File: config.mk
export PLATFORM = sky130hd
export DESIGN_NAME = stack_ctrl
export DESIGN_NICKNAME = d
export VERILOG_FILES = /design/src/rtl/stack_ctrl.sv
export SDC_FILE = /design/constraint.sdc
export NUM_CORES = 1
export LEC_CHECK = 0
export BUFFER_PORTS_ARGS = -buffer_cell sky130_fd_sc_hd__buf_2
export CORE_MARGIN = 3
export CORE_UTILIZATION = 52
export CTS_CLUSTER_DIAMETER = 30
export DETAILED_ROUTE_END_ITERATION = 12
export PLACE_DENSITY = 0.83
export SYNTH_ARGS = -nofsm -noshare
export SYNTH_HDL_FRONTEND = slang
export SYNTH_SLANG_ARGS = --single-unit
File: constraint.sdc
create_clock -name clk -period 6.2 [get_ports clk]
set_input_delay 1.24 -clock clk [delete_from_list [all_inputs] [get_ports clk]]
set_output_delay 1.24 -clock clk [all_outputs]
set_load 0.02 [all_outputs]
File: src/rtl/stack_ctrl.sv
// Stack controller for a single-port synchronous RAM.
// Pushes take two cycles (accept, write). Pops take four cycles (accept, read, wait,
// capture) because the RAM returns data one clock after the address is presented.
// Every RAM-side output comes straight from a flop.
module stack_ctrl #(
  parameter int unsigned DATA_W = 8,
  parameter int unsigned ADDR_W = 5
) (
  input  logic              clk,
  input  logic              rst,
  input  logic              push,
  input  logic              pop,
  input  logic [DATA_W-1:0] din,
  output logic [DATA_W-1:0] dout,
  output logic              dout_valid,
  output logic              busy,
  output logic [ADDR_W:0]   count,
  output logic              full,
  output logic              empty,
  output logic              error,
  output logic [ADDR_W-1:0] ram_addr,
  output logic [DATA_W-1:0] ram_data,
  output logic              ram_wren,
  input  logic [DATA_W-1:0] ram_q
);

  localparam int unsigned DEPTH = 2 ** ADDR_W;
  localparam logic [ADDR_W:0] CountMax = DEPTH[ADDR_W:0];
  localparam logic [ADDR_W:0] CountOne = {{ADDR_W{1'b0}}, 1'b1};

  typedef enum logic [2:0] {
    StIdle    = 3'd0,
    StWrite   = 3'd1,
    StRead    = 3'd2,
    StWait    = 3'd3,
    StCapture = 3'd4
  } state_e;

  state_e             state_q, state_d;
  logic [ADDR_W:0]    count_q, count_d;
  logic [DATA_W-1:0]  dout_q, dout_d;
  logic               dout_valid_q, dout_valid_d;
  logic               error_q, error_d;
  logic [ADDR_W-1:0]  ram_addr_q, ram_addr_d;
  logic [DATA_W-1:0]  ram_data_q, ram_data_d;
  logic               ram_wren_q, ram_wren_d;

  logic               full_w;
  logic               empty_w;
  logic [ADDR_W:0]    count_dec;

  // Occupancy flags decoded directly from the word count.
  always_comb begin
    full_w    = (count_q == CountMax);
    empty_w   = (count_q == '0);
    count_dec = count_q - CountOne;
  end

  // Next-state, counter, RAM-port and pulse-output logic.
  always_comb begin
    state_d      = state_q;
    count_d      = count_q;
    dout_d       = dout_q;
    dout_valid_d = 1'b0;
    error_d      = 1'b0;
    ram_addr_d   = ram_addr_q;
    ram_data_d   = ram_data_q;
    ram_wren_d   = 1'b0;

    unique case (state_q)
      StIdle: begin
        if (push && pop) begin
          error_d = 1'b1;
        end else if (push) begin
          if (full_w) begin
            error_d = 1'b1;
          end else begin
            ram_data_d = din;
            ram_addr_d = count_q[ADDR_W-1:0];
            // Registered enable: high for exactly the WRITE cycle.
            ram_wren_d = 1'b1;
            state_d    = StWrite;
          end
        end else if (pop) begin
          if (empty_w) begin
            error_d = 1'b1;
          end else begin
            ram_addr_d = count_dec[ADDR_W-1:0];
            state_d    = StRead;
          end
        end
      end

      StWrite: begin
        count_d = count_q + CountOne;
        state_d = StIdle;
      end

      // Address is on the RAM during READ; data appears during WAIT and is
      // stable for capture in the following cycle.
      StRead: begin
        state_d = StWait;
      end

      StWait: begin
        state_d = StCapture;
      end

      StCapture: begin
        dout_d       = ram_q;
        dout_valid_d = 1'b1;
        count_d      = count_dec;
        state_d      = StIdle;
      end

      default: begin
        state_d = StIdle;
      end
    endcase
  end

  // State and output registers; reset clears everything at once, including the
  // write enable of an in-flight write.
  always_ff @(posedge clk or posedge rst) begin
    if (rst) begin
      state_q      <= StIdle;
      count_q      <= '0;
      dout_q       <= '0;
      dout_valid_q <= 1'b0;
      error_q      <= 1'b0;
      ram_addr_q   <= '0;
      ram_data_q   <= '0;
      ram_wren_q   <= 1'b0;
    end else begin
      state_q      <= state_d;
      count_q      <= count_d;
      dout_q       <= dout_d;
      dout_valid_q <= dout_valid_d;
      error_q      <= error_d;
      ram_addr_q   <= ram_addr_d;
      ram_data_q   <= ram_data_d;
      ram_wren_q   <= ram_wren_d;
    end
  end

  // Output wiring.
  always_comb begin
    dout       = dout_q;
    dout_valid = dout_valid_q;
    busy       = (state_q != StIdle);
    count      = count_q;
    full       = full_w;
    empty      = empty_w;
    error      = error_q;
    ram_addr   = ram_addr_q;
    ram_data   = ram_data_q;
    ram_wren   = ram_wren_q;
  end

endmodule

* Word level (Yosys, flattened, before mapping) *
Cells that the tools add are included.

storage, ports and cells
  register bits = 33
  input bits = 20
  word-level logic and storage cells = 54

cells by class
  add/subtract/negate cells = 2
  equality and inequality tests = 11
  muxes and demuxes = 22
  bitwise operators = 2
  reductions and logical operators = 9

operators by type and width
  cell                                               count
  2-to-1 mux 5 bit                                   4
  2-to-1 mux 3 bit                                   5
  one-hot mux 6 bit (2 select lines)                 1
  2-to-1 mux 1 bit                                   11
  != test 3 bit (second input constant)              3
  one-hot mux 3 bit (3 select lines)                 1
  AND reduction 4 bit                                2
  adder 6 x 1 -> 6 bit (second input constant)       1
  == test 3 x 2 -> 1 bit (second input constant)     2
  == test 6 bit (second input constant)              1
  logical NOT 6 bit                                  1
  != test 2 bit (second input constant)              3
  subtractor 6 x 1 -> 6 bit (second input constant)  1
  AND reduction 5 bit                                1
  nonzero test 2 bit                                 2
  == test 3 x 1 -> 1 bit (second input constant)     1
  == test 3 bit (second input constant)              1
  logical NOT 3 bit                                  1
  nonzero test 3 bit                                 1
  NOT 1 bit                                          2
  logical AND 1 bit                                  1

* Logic depth before layout (Yosys ltp) *
Gate-level depths: netlist of the first run.

  depth after elaboration = 6
  gate-level depth with buffers = 6
  gate-level depth less buffers = 6

* Least setup slack after synthesis of the first run *
No wires, ideal clock.

  kind = register -> output
  start = reg count_q[0], in the netlist count[0]
  end = out empty
  data arrival time = 1.754 ns
  required time = 4.960 ns
  path slack = 3.206 ns
  stages on the path, launching flop included = 5
  path buffers = 0
  cell sequence = dfrtp_1 -> inv_1 -> ha_1 -> nor4b_1 -> and2b_1

between the ends
  cells in the longest elaborated chain, start to end = 1

RTL lines
  what                      RTL line  RTL
  start: declaration        40        logic [ADDR_W:0] count_q, count_d;
  start signal: assignment  136       count_q <= count_d;
  logical NOT 6 bit         55        empty_w = (count_q == '0);
  end: declaration          19        output logic empty,

No other way between the ends.

* Worst setup path in the final report of the first run *
Ends and elaborated chain as after synthesis.

==> results.cfg, run 1 <==
[pwr]
clockPowerShare = 0.113
swShare = 0.4296
comb_power_share = 0.481
p_per_area_nw_per_um2 = 545.3
p_sw_uw = 430.6
p_int_uw = 571.7
peakVddDrop_uv = 365.3
p_seq_frac = 0.406
p_leak_uw = 0.0009440

[timing]
worst_pin_slew_ns = 0.7755
fin_setup_tns_ns = 0
fmax_mhz = 284.3
finalSetupViolCount = 0
final_hold_viol_count = 0
rsz0062_at_grt = false
period_needed_ns = 3.517
slew_violations = 0
worst_slack_ns = 2.683
relSlewSlack = 0.4757
min_period_over_period = 0.5673
finClkSkew_ns = 0.007561

[drt]
drt-initial-drc-count = 24
wire_per_inst_um = 14.35
wl_um = 2956
vias = 1086
drc = 0
viasPerCell = 5.272
ant_nets = 0
drtPass1Iterations = 4

[clock_network]
cts_tree = done
clockBufferDepth = 2
cts-root-buf = clkbuf_4
clock_latency_ns = 0.33
cts_buffers = 5
ctsHoldBuffers = 0
cts-resized-gates = 0
post_cts_buffers = 0
clock-sinks = 33
cts.clk_slew.worst_paths_ns = 0.10
ctsHtreeMaxLevel = 2

[grt]
grt_remaining_overflow = 0
grt_antenna_before_repair = 0
grt_pass1_wl_um = 4905
grt_max_degree = 34
grtUsageTotal = 0.1834
grt_pass1_vias = 1115

[setup_path]
start_kind = flip-flop
worstSetupPathType = flip-flop to output pin
cp.arrival_ns = 2.28
crit_fanout = 7
crit_slowest_cell = nor4b_1
r2r_start = count[0]$_DFFE_PP0P_
regToRegSetupSlack_ns = 3.70
end_kind = output pin
crit_start = count[0]$_DFFE_PP0P_
cp.required_ns = 4.96
crit_path_max_incr_delay_ns = 0.63
crit_chain = inv_1, ha_1, nor4b_1, and2b_1, buf_2

[final_layout]
final_cell_mix = buf_2, dfrtp_1, mux2_2
num_antenna_cells = 0
utilization = 0.7035
layout_commonest_cell = buf_2
drive_gt1_frac = 0.4886
area_growth_syn_to_layout_pct = 22.42
nets = 198

[floorplan]
die-area_um2 = 3568
core_um2 = 2613
ios = 53
die_h_um = 59.74
num_rows = 18
initial_core_util = 0.5747
die_width_um = 59.74

[logic_synthesis]
yosysUniqueCellTypes = 33
ys_seq_area_frac = 0.5500
yosysWarningCount = 0
syn-num-nets = 143
ys_seq_elements = 33
syn_inst = 120
mappedNetlistArea_um2 = 1501
avgSynthCellArea_um2 = 12.51

[min_path]
hp-class = flip-flop to flip-flop
min_from = ram_addr[3]$_DFFE_PP0P_

[job]
drv_cap = 0

[status]
status = complete, no violations

[placed_design]
dpl.hpwl_um = 2263
dp_slack_ns = 3.049
routabilityCongestion = 0.7761
port-buffer-count = 52
-- state kept, by name, indices dropped and copies added (netlist names) --
| register | flops |
|---|---|
| ram_wren | 1 |
| count | 6 |
| dout | 8 |
| state_q | 3 |
| ram_data | 8 |
| error | 1 |
| ram_addr | 5 |
| dout_valid | 1 |
-- kinds of logic after synthesis --
logic type | after synthesis | share of synthesized area
AO/OA/AOI/OAI | 13 | 0.07334
XOR/XNOR | 9 | 0.05250
adder cells (fa/ha/maj) | 3 | 0.02500
buffers and inverters | 10 | 0.02833
flip-flops | 33 | 0.5500
multiplexers | 21 | 0.1575
AND/OR/NAND/NOR | 31 | 0.1134
-- path summary, 6_finish.rpt --
path | endpoint | cells past startpoint
worst max-delay path | empty | 5
worst min-delay path | ram_addr[3]$_DFFE_PP0P_ | 1
worst max register to register | ram_addr[1]$_DFFE_PP0P_ | 6
worst min register to register | ram_addr[3]$_DFFE_PP0P_ | 1
max in group asynchronous | count[3]$_DFFE_PP0P_ | 3
min in group asynchronous | ram_data[5]$_DFFE_PP0P_ | 3
-- metal layers --
layer | track usage | part of all wire | up-vias
li1 | - | - | 520
met1 | 0.2249 | 0.41 | 519
met2 | 0.3148 | 0.51 | 43
met3 | 0.04104 | 0.072 | 4
met5 | 0 | 0 | -
met4 | 0.06646 | 0.010 | 0
-- final cells by class --
cell class,instances,area [um^2]
clock inverter,2,10.01
clock buffer,6,41.29
inverter,4,15.01
fill,199,774.5
timing repair buffer,54,275.3
multi-input combinational,77,633.1
sequential,33,825.8
tap,30,37.54
-- cell usage after synthesis (all sizes together) --
master / count / area, um^2
a2111oi: 1 / 27.53
a21o: 1 / 7.510
a21oi: 4 / 20.02
and2: 1 / 6.260
and2b: 1 / 7.510
and3: 1 / 6.260
and3b: 1 / 8.760
buf: 3 / 16.26
clkbuf: 3 / 11.26
dfrtp: 33 / 825.8
ha: 3 / 37.54
inv: 4 / 15.01
mux2: 21 / 236.5
nand2: 8 / 30.03
nand2b: 1 / 6.260
nand3: 2 / 10.01
nand3b: 1 / 7.510
nor2: 4 / 15.01
nor2b: 1 / 6.260
nor3: 2 / 10.01
nor3b: 3 / 22.52
nor4: 1 / 6.260
nor4b: 1 / 8.760
o21a: 1 / 7.510
o21ai: 2 / 10.01
o21bai: 1 / 18.77
o22ai: 3 / 18.77
or2: 2 / 12.51
or3: 1 / 6.260
xnor2: 3 / 26.28
xor2: 6 / 52.55
-- power groups by stage --
stage               clock network [uW]  logic (uW)  registers, uW
floorplan                            0         249            498
global placement                     0         479            398
detailed placement                   0         490            410
CTS                                117         490            408
global route                       126         524            423
finish                             113         482            406
-- worst max-delay path, delay by kind of cell, from the launching register on --
kind | cells | cell delay (ns)
DFF | 1 | 0.47
and+or+nand+nor | 2 | 0.97
adders and majority gates | 1 | 0.15
buffers and inverters | 2 | 0.36
-- per-stage QoR --
| step | hold slack [ns] | std cells | cell area [um^2] | total power (uW) |
|---|---|---|---|---|
| after floorplan | 0.5253 | 120 | 1501 | 747.4 |
| after global placement | 0.4841 | 198 | 1787 | 877.3 |
| after detailed placement | 0.4913 | 198 | 1787 | 900.5 |
| after CTS | 0.5174 | 206 | 1838 | 1015 |
| after global routing | 0.5364 | 206 | 1838 | 1073 |
| final | 0.5140 | 206 | 1838 | 1002 |
Note: power is estimated with default switching activity, not from simulation.
==> inputs of run 2 (changes only) <==
CORE_UTILIZATION = 44   (was 52)
PLACE_DENSITY = 0.75   (was 0.83)
clock period = 3.1 ns   (was 6.2 ns; I/O delays follow)
==> run 2 against run 1 <==
Critical path depth rose by 1. Cell count increased by 7.3%. Register-to-register slack lost 2.9 ns. Setup slack lost 2.1 ns. Combinational power rose by 100%. Core utilization down 10 points. Non-clock buffer count is 2 higher. Die area rose by 16%. First-iteration DRC count shrank 29%. Power up 110%. Clock power grew to 2.7 times the previous value. Via count fell by 0.37%.
==> results.cfg, run 2 (same netlist as run 1, synthesis figures left out) <==
[pwr]
p_leak_uw = 0.0009637
p_per_area_nw_per_um2 = 1103
peakVddDrop_uv = 477.6
fin_total_pwr_uw = 2087

[drt]
met3_length_um = 205
drt-initial-drc-count = 17
drc = 0
drtPass1Iterations = 4
wl_um = 2903
vias = 1082
wl_met1_um = 1255
viasPerCell = 4.896
topRoutingLayerUsed = met3
wl_met2_um = 1441
ant_nets = 0
wire_per_inst_um = 13.14

[setup_path]
start_kind = flip-flop
cp.arrival_ns = 1.93
crit_start = count[0]$_DFFE_PP0P_
endpoint = empty
crit_path_max_incr_delay_ns = 0.46
crit_chain = inv_1, ha_1, nor4b_1, buf_4, and2b_1, buf_2
regToRegSetupSlack_ns = 0.80
crit_fanout = 7
crit_cells = 6
end_kind = output pin
r2r_start = count[0]$_DFFE_PP0P_
cpLargestDelayFamily = buffers and inverters
cp_num_buf_inv = 3
reg2reg_to = ram_addr[4]$_DFFE_PP0P_
cp.required_ns = 2.48
reg2reg_depth = 8
crit_slowest_cell = dfrtp_1
worstSetupPathType = flip-flop to output pin

[timing]
finalSetupViolCount = 0
fmax_mhz = 392.1
min_period_over_period = 0.8227
fin_setup_tns_ns = 0
final_hold_viol_count = 0
worst_pin_slew_ns = 0.3952
finClkSkew_ns = 0.007628
relSlewSlack = 0.7359
period_needed_ns = 2.550
whs_ns = 0.3459
slew_violations = 0
rsz0062_at_grt = false

[clock_network]
ctsHoldBuffers = 0
cts-resized-gates = 0
post_cts_buffers = 0
cts_buffers = 5
clock-sinks = 33
clockBufferDepth = 2
cts_tree = done
cts-root-buf = clkbuf_4
ctsHtreeMaxLevel = 2
cts.clk_slew.worst_paths_ns = 0.10
clock_latency_ns = 0.33

[final_layout]
area_growth_syn_to_layout_pct = 26.00
fillCellCount = 302
layout_commonest_cell = buf_2
fin_area_um2 = 1892
final_cell_mix = buf_2, dfrtp_1, mux2_2
drive_gt1_frac = 0.4972
nets = 200
num_antenna_cells = 0

[floorplan]
die_h_um = 64.42
die-area_um2 = 4149
initial_core_util = 0.4762
core_um2 = 3153
die_width_um = 64.42
ios = 53
num_rows = 20

[grt]
grt_antenna_before_repair = 0
grtUsageTotal = 0.1591
grt_remaining_overflow = 0
grt_pass1_vias = 1143
grt_pass1_wl_um = 5002
grt_max_degree = 34

[status]
status = complete, no violations

[min_path]
hp-class = input pin to asynchronous set/reset pin

[placed_design]
dpl.hpwl_um = 2181
routabilityCongestion = 0.9390
port-buffer-count = 52
place_area_um2 = 1819

[job]
drv_cap = 0
[run 2: cell count changes in the layout (fill, tap and decap cells not counted), sizes merged]
cell,delta
buf,+2
bufinv,+1
clkbuf,-1
clkinv,-1
[run 2: stage by stage]
stage          worst slack (ns)  std cells    util
6_report                 0.5497        221  0.6000
5_1_grt                  0.4072        221  0.6000
4_1_cts                  0.5021        221  0.6000
3_5_place_dp             0.7988        214  0.5770
3_3_place_gp             0.9047        214  0.5770
2_1_floorplan            0.7256        120       -
[run 2: area by class of cell]
class	instances	area (um^2)	share of cell area
clock buffer	5	37.54	0.01984
multi-input combinational	77	633.1	0.3347
tap	44	55.05	0.02910
timing repair buffer	56	290.3	0.1534
inverter	4	15.01	0.007937
sequential	33	825.8	0.4365
clock inverter	2	35.03	0.01852
[run 2: worst min path at each step]
stage | start | to | slack [ns] | cells after the start
after detailed placement | dout[2]$_DFFE_PP0P_ | dout[2]$_DFFE_PP0P_ | 0.49 | 1
final | rst | ram_data[4]$_DFFE_PP0P_ | 0.35 | 3
after floorplan | state_q[2]$_DFFE_PP0P_ | state_q[0]$_DFFE_PP0P_ | 0.53 | 1
after global placement | ram_data[4]$_DFFE_PP0P_ | ram_data[4]$_DFFE_PP0P_ | 0.49 | 1
after CTS | rst | ram_data[4]$_DFFE_PP0P_ | 0.34 | 3
after global routing | rst | ram_data[4]$_DFFE_PP0P_ | 0.36 | 3
[run 2: power breakdown]
part           switching, uW  internal, uW  total, uW  leakage [uW]
sequential               178           631        809      0.000407
clock                    141           164        305     0.0000410
combinational            538           435        973      0.000516
[run 2: layer usage]
layer  GRT usage  vias up
li1            -      527
met1      0.1693      517
met2      0.2822       38
met3     0.07106        0
met4     0.04749        0
met5           0        -
[run 2: worst reg2reg max path, stage by stage (launching register included)]
cell,delay [ns]
dfrtp_1,0.47
inv_1,0.12
ha_1,0.21
nor4b_1,0.14
buf_4,0.16
a2111oi_4,0.33
buf_4,0.23
o21bai_4,0.17
mux2_2,0.36
==> inputs of run 3 (changes only) <==
CORE_UTILIZATION = 49   (was 44)
PLACE_DENSITY = 0.79   (was 0.75)
clock period = 2.6 ns   (was 3.1 ns; I/O delays follow)
==> run 3 against run 2 <==
Via count is 1.1% lower. Clock skew down 0.0033 ns. Clock-buffer cell count is 2 higher. Combinational power increased by 19%. Global-route usage up 1.7 points.
==> results.cfg, run 3 (same netlist as run 1, synthesis figures left out) <==
[status]
status = complete, no violations

[setup_path]
cp.arrival_ns = 1.91
r2r_start = count[0]$_DFFE_PP0P_
crit_chain = inv_1, ha_1, nor4b_1, buf_4, and2b_1, buf_2
crit_path_max_incr_delay_ns = 0.45
reg2reg_depth = 7
start_kind = flip-flop
reg2reg_to = ram_addr[0]$_DFFE_PP0P_
end_kind = output pin
worstSetupPathType = flip-flop to output pin
regToRegSetupSlack_ns = 0.48
crit_slowest_cell = dfrtp_1
crit_fanout = 7
cp.required_ns = 2.08

[floorplan]
die_h_um = 61.36
ios = 53
die-area_um2 = 3764
initial_core_util = 0.5307
num_rows = 19
core_um2 = 2829
die_width_um = 61.36

[timing]
fin_setup_tns_ns = 0
relSlewSlack = 0.7336
worst_pin_slew_ns = 0.3996
worst_slack_ns = 0.1651
rsz0062_at_grt = false
final_hold_viol_count = 0
min_period_over_period = 0.9365
finalSetupViolCount = 0
slew_violations = 0
finClkSkew_ns = 0.004298
fmax_mhz = 410.7
period_needed_ns = 2.435

[job]
drv_cap = 0

[clock_network]
clock_latency_ns = 0.33
cts.clk_slew.worst_paths_ns = 0.10
post_cts_buffers = 0
cts_tree = done
ctsHoldBuffers = 0
clock-sinks = 33
cts-root-buf = clkbuf_4
cts_buffers = 5
cts-resized-gates = 0
ctsHtreeMaxLevel = 2
clockBufferDepth = 2

[drt]
viasPerCell = 5.120
wire_per_inst_um = 13.75
drc = 0
vias = 1070
ant_nets = 0
drtPass1Iterations = 4
drt-initial-drc-count = 34
wl_um = 2874

[pwr]
swShare = 0.4044
p_sw_uw = 1018
comb_power_share = 0.460
p_per_area_nw_per_um2 = 1334
p_int_uw = 1500
clockPowerShare = 0.158
peakVddDrop_uv = 769.8
p_seq_frac = 0.382
p_leak_uw = 0.0009682

[final_layout]
layout_commonest_cell = buf_2
drive_gt1_frac = 0.4944
nets = 200
area_growth_syn_to_layout_pct = 25.75
multiInputGateArea_um2 = 633.1
final_cell_mix = buf_2, dfrtp_1, mux2_2
num_antenna_cells = 0
fillCellCount = 237
register_area_um2 = 825.8

[grt]
grtUsageTotal = 0.1762
grt_max_degree = 34
grt_remaining_overflow = 0
grt_pass1_vias = 1131
grt_antenna_before_repair = 0
grt_pass1_wl_um = 4802

[placed_design]
dp_slack_ns = 0.4830
routabilityCongestion = 0.7786
dpl.hpwl_um = 2179
port-buffer-count = 52

[min_path]
hp-class = input pin to asynchronous set/reset pin
==> run 3: cell type report <==
cell class	count	share of cell area
multi-input cells	77	0.3353
clock buffers	7	0.02916
flip-flops and latches	33	0.4374
clock inverters	1	0.01590
repair buffers	56	0.1537
well taps	31	0.02054
inverters	4	0.007952
==> run 3: stage by stage <==
stage	instances	hold slack (ns)	cell area, um^2	power, uW	utilization
6_report	209	0.2688	1888	2518	0.6674
5_1_grt	209	0.3012	1888	2713	0.6674
4_1_cts	209	0.2706	1888	2554	0.6674
3_5_place_dp	201	0.4905	1803	2147	0.6373
3_3_place_gp	201	0.4844	1803	2101	0.6373
2_1_floorplan	120	0.5253	1501	1782	-
==> run 3: worst max path at each step <==
stage | cells after the start | start | slack (ns) | end
6_report | 6 | count[0]$_DFFE_PP0P_ | 0.17 | empty
5_1_grt | 6 | count[0]$_DFFE_PP0P_ | 0.009 | empty
4_1_cts | 6 | count[0]$_DFFE_PP0P_ | 0.15 | empty
3_5_place_dp | 7 | count[0]$_DFFE_PP0P_ | 0.48 | ram_addr[0]$_DFFE_PP0P_
3_3_place_gp | 6 | count[0]$_DFFE_PP0P_ | 0.56 | empty
2_1_floorplan | 6 | count[0]$_DFFE_PP0P_ | 0.23 | ram_addr[0]$_DFFE_PP0P_
==> run 3: power groups by stage <==
stage,combinational (uW),clock [uW],sequential [uW]
floorplan,595,0,1190
detailed placement,1180,0,971
CTS,1180,411,964
global placement,1150,0,954
finish,1160,398,962
global route,1270,440,1010
==> run 3: per-layer routing <==
layer	vias to the layer above	track usage	share of wire
met5	-	0	0
met4	0	0.05455	0.0097
met3	3	0.07128	0.075
met2	35	0.3112	0.51
met1	513	0.1938	0.41
li1	519	-	-
==> run 3: worst max-delay path, delay by kind of cell, from the launching register on <==
kind	cells	cell delay [ns]
buffers and inverters	3	0.53
DFF	1	0.45
and+or+nand+nor	2	0.45
adders and majority gates	1	0.15
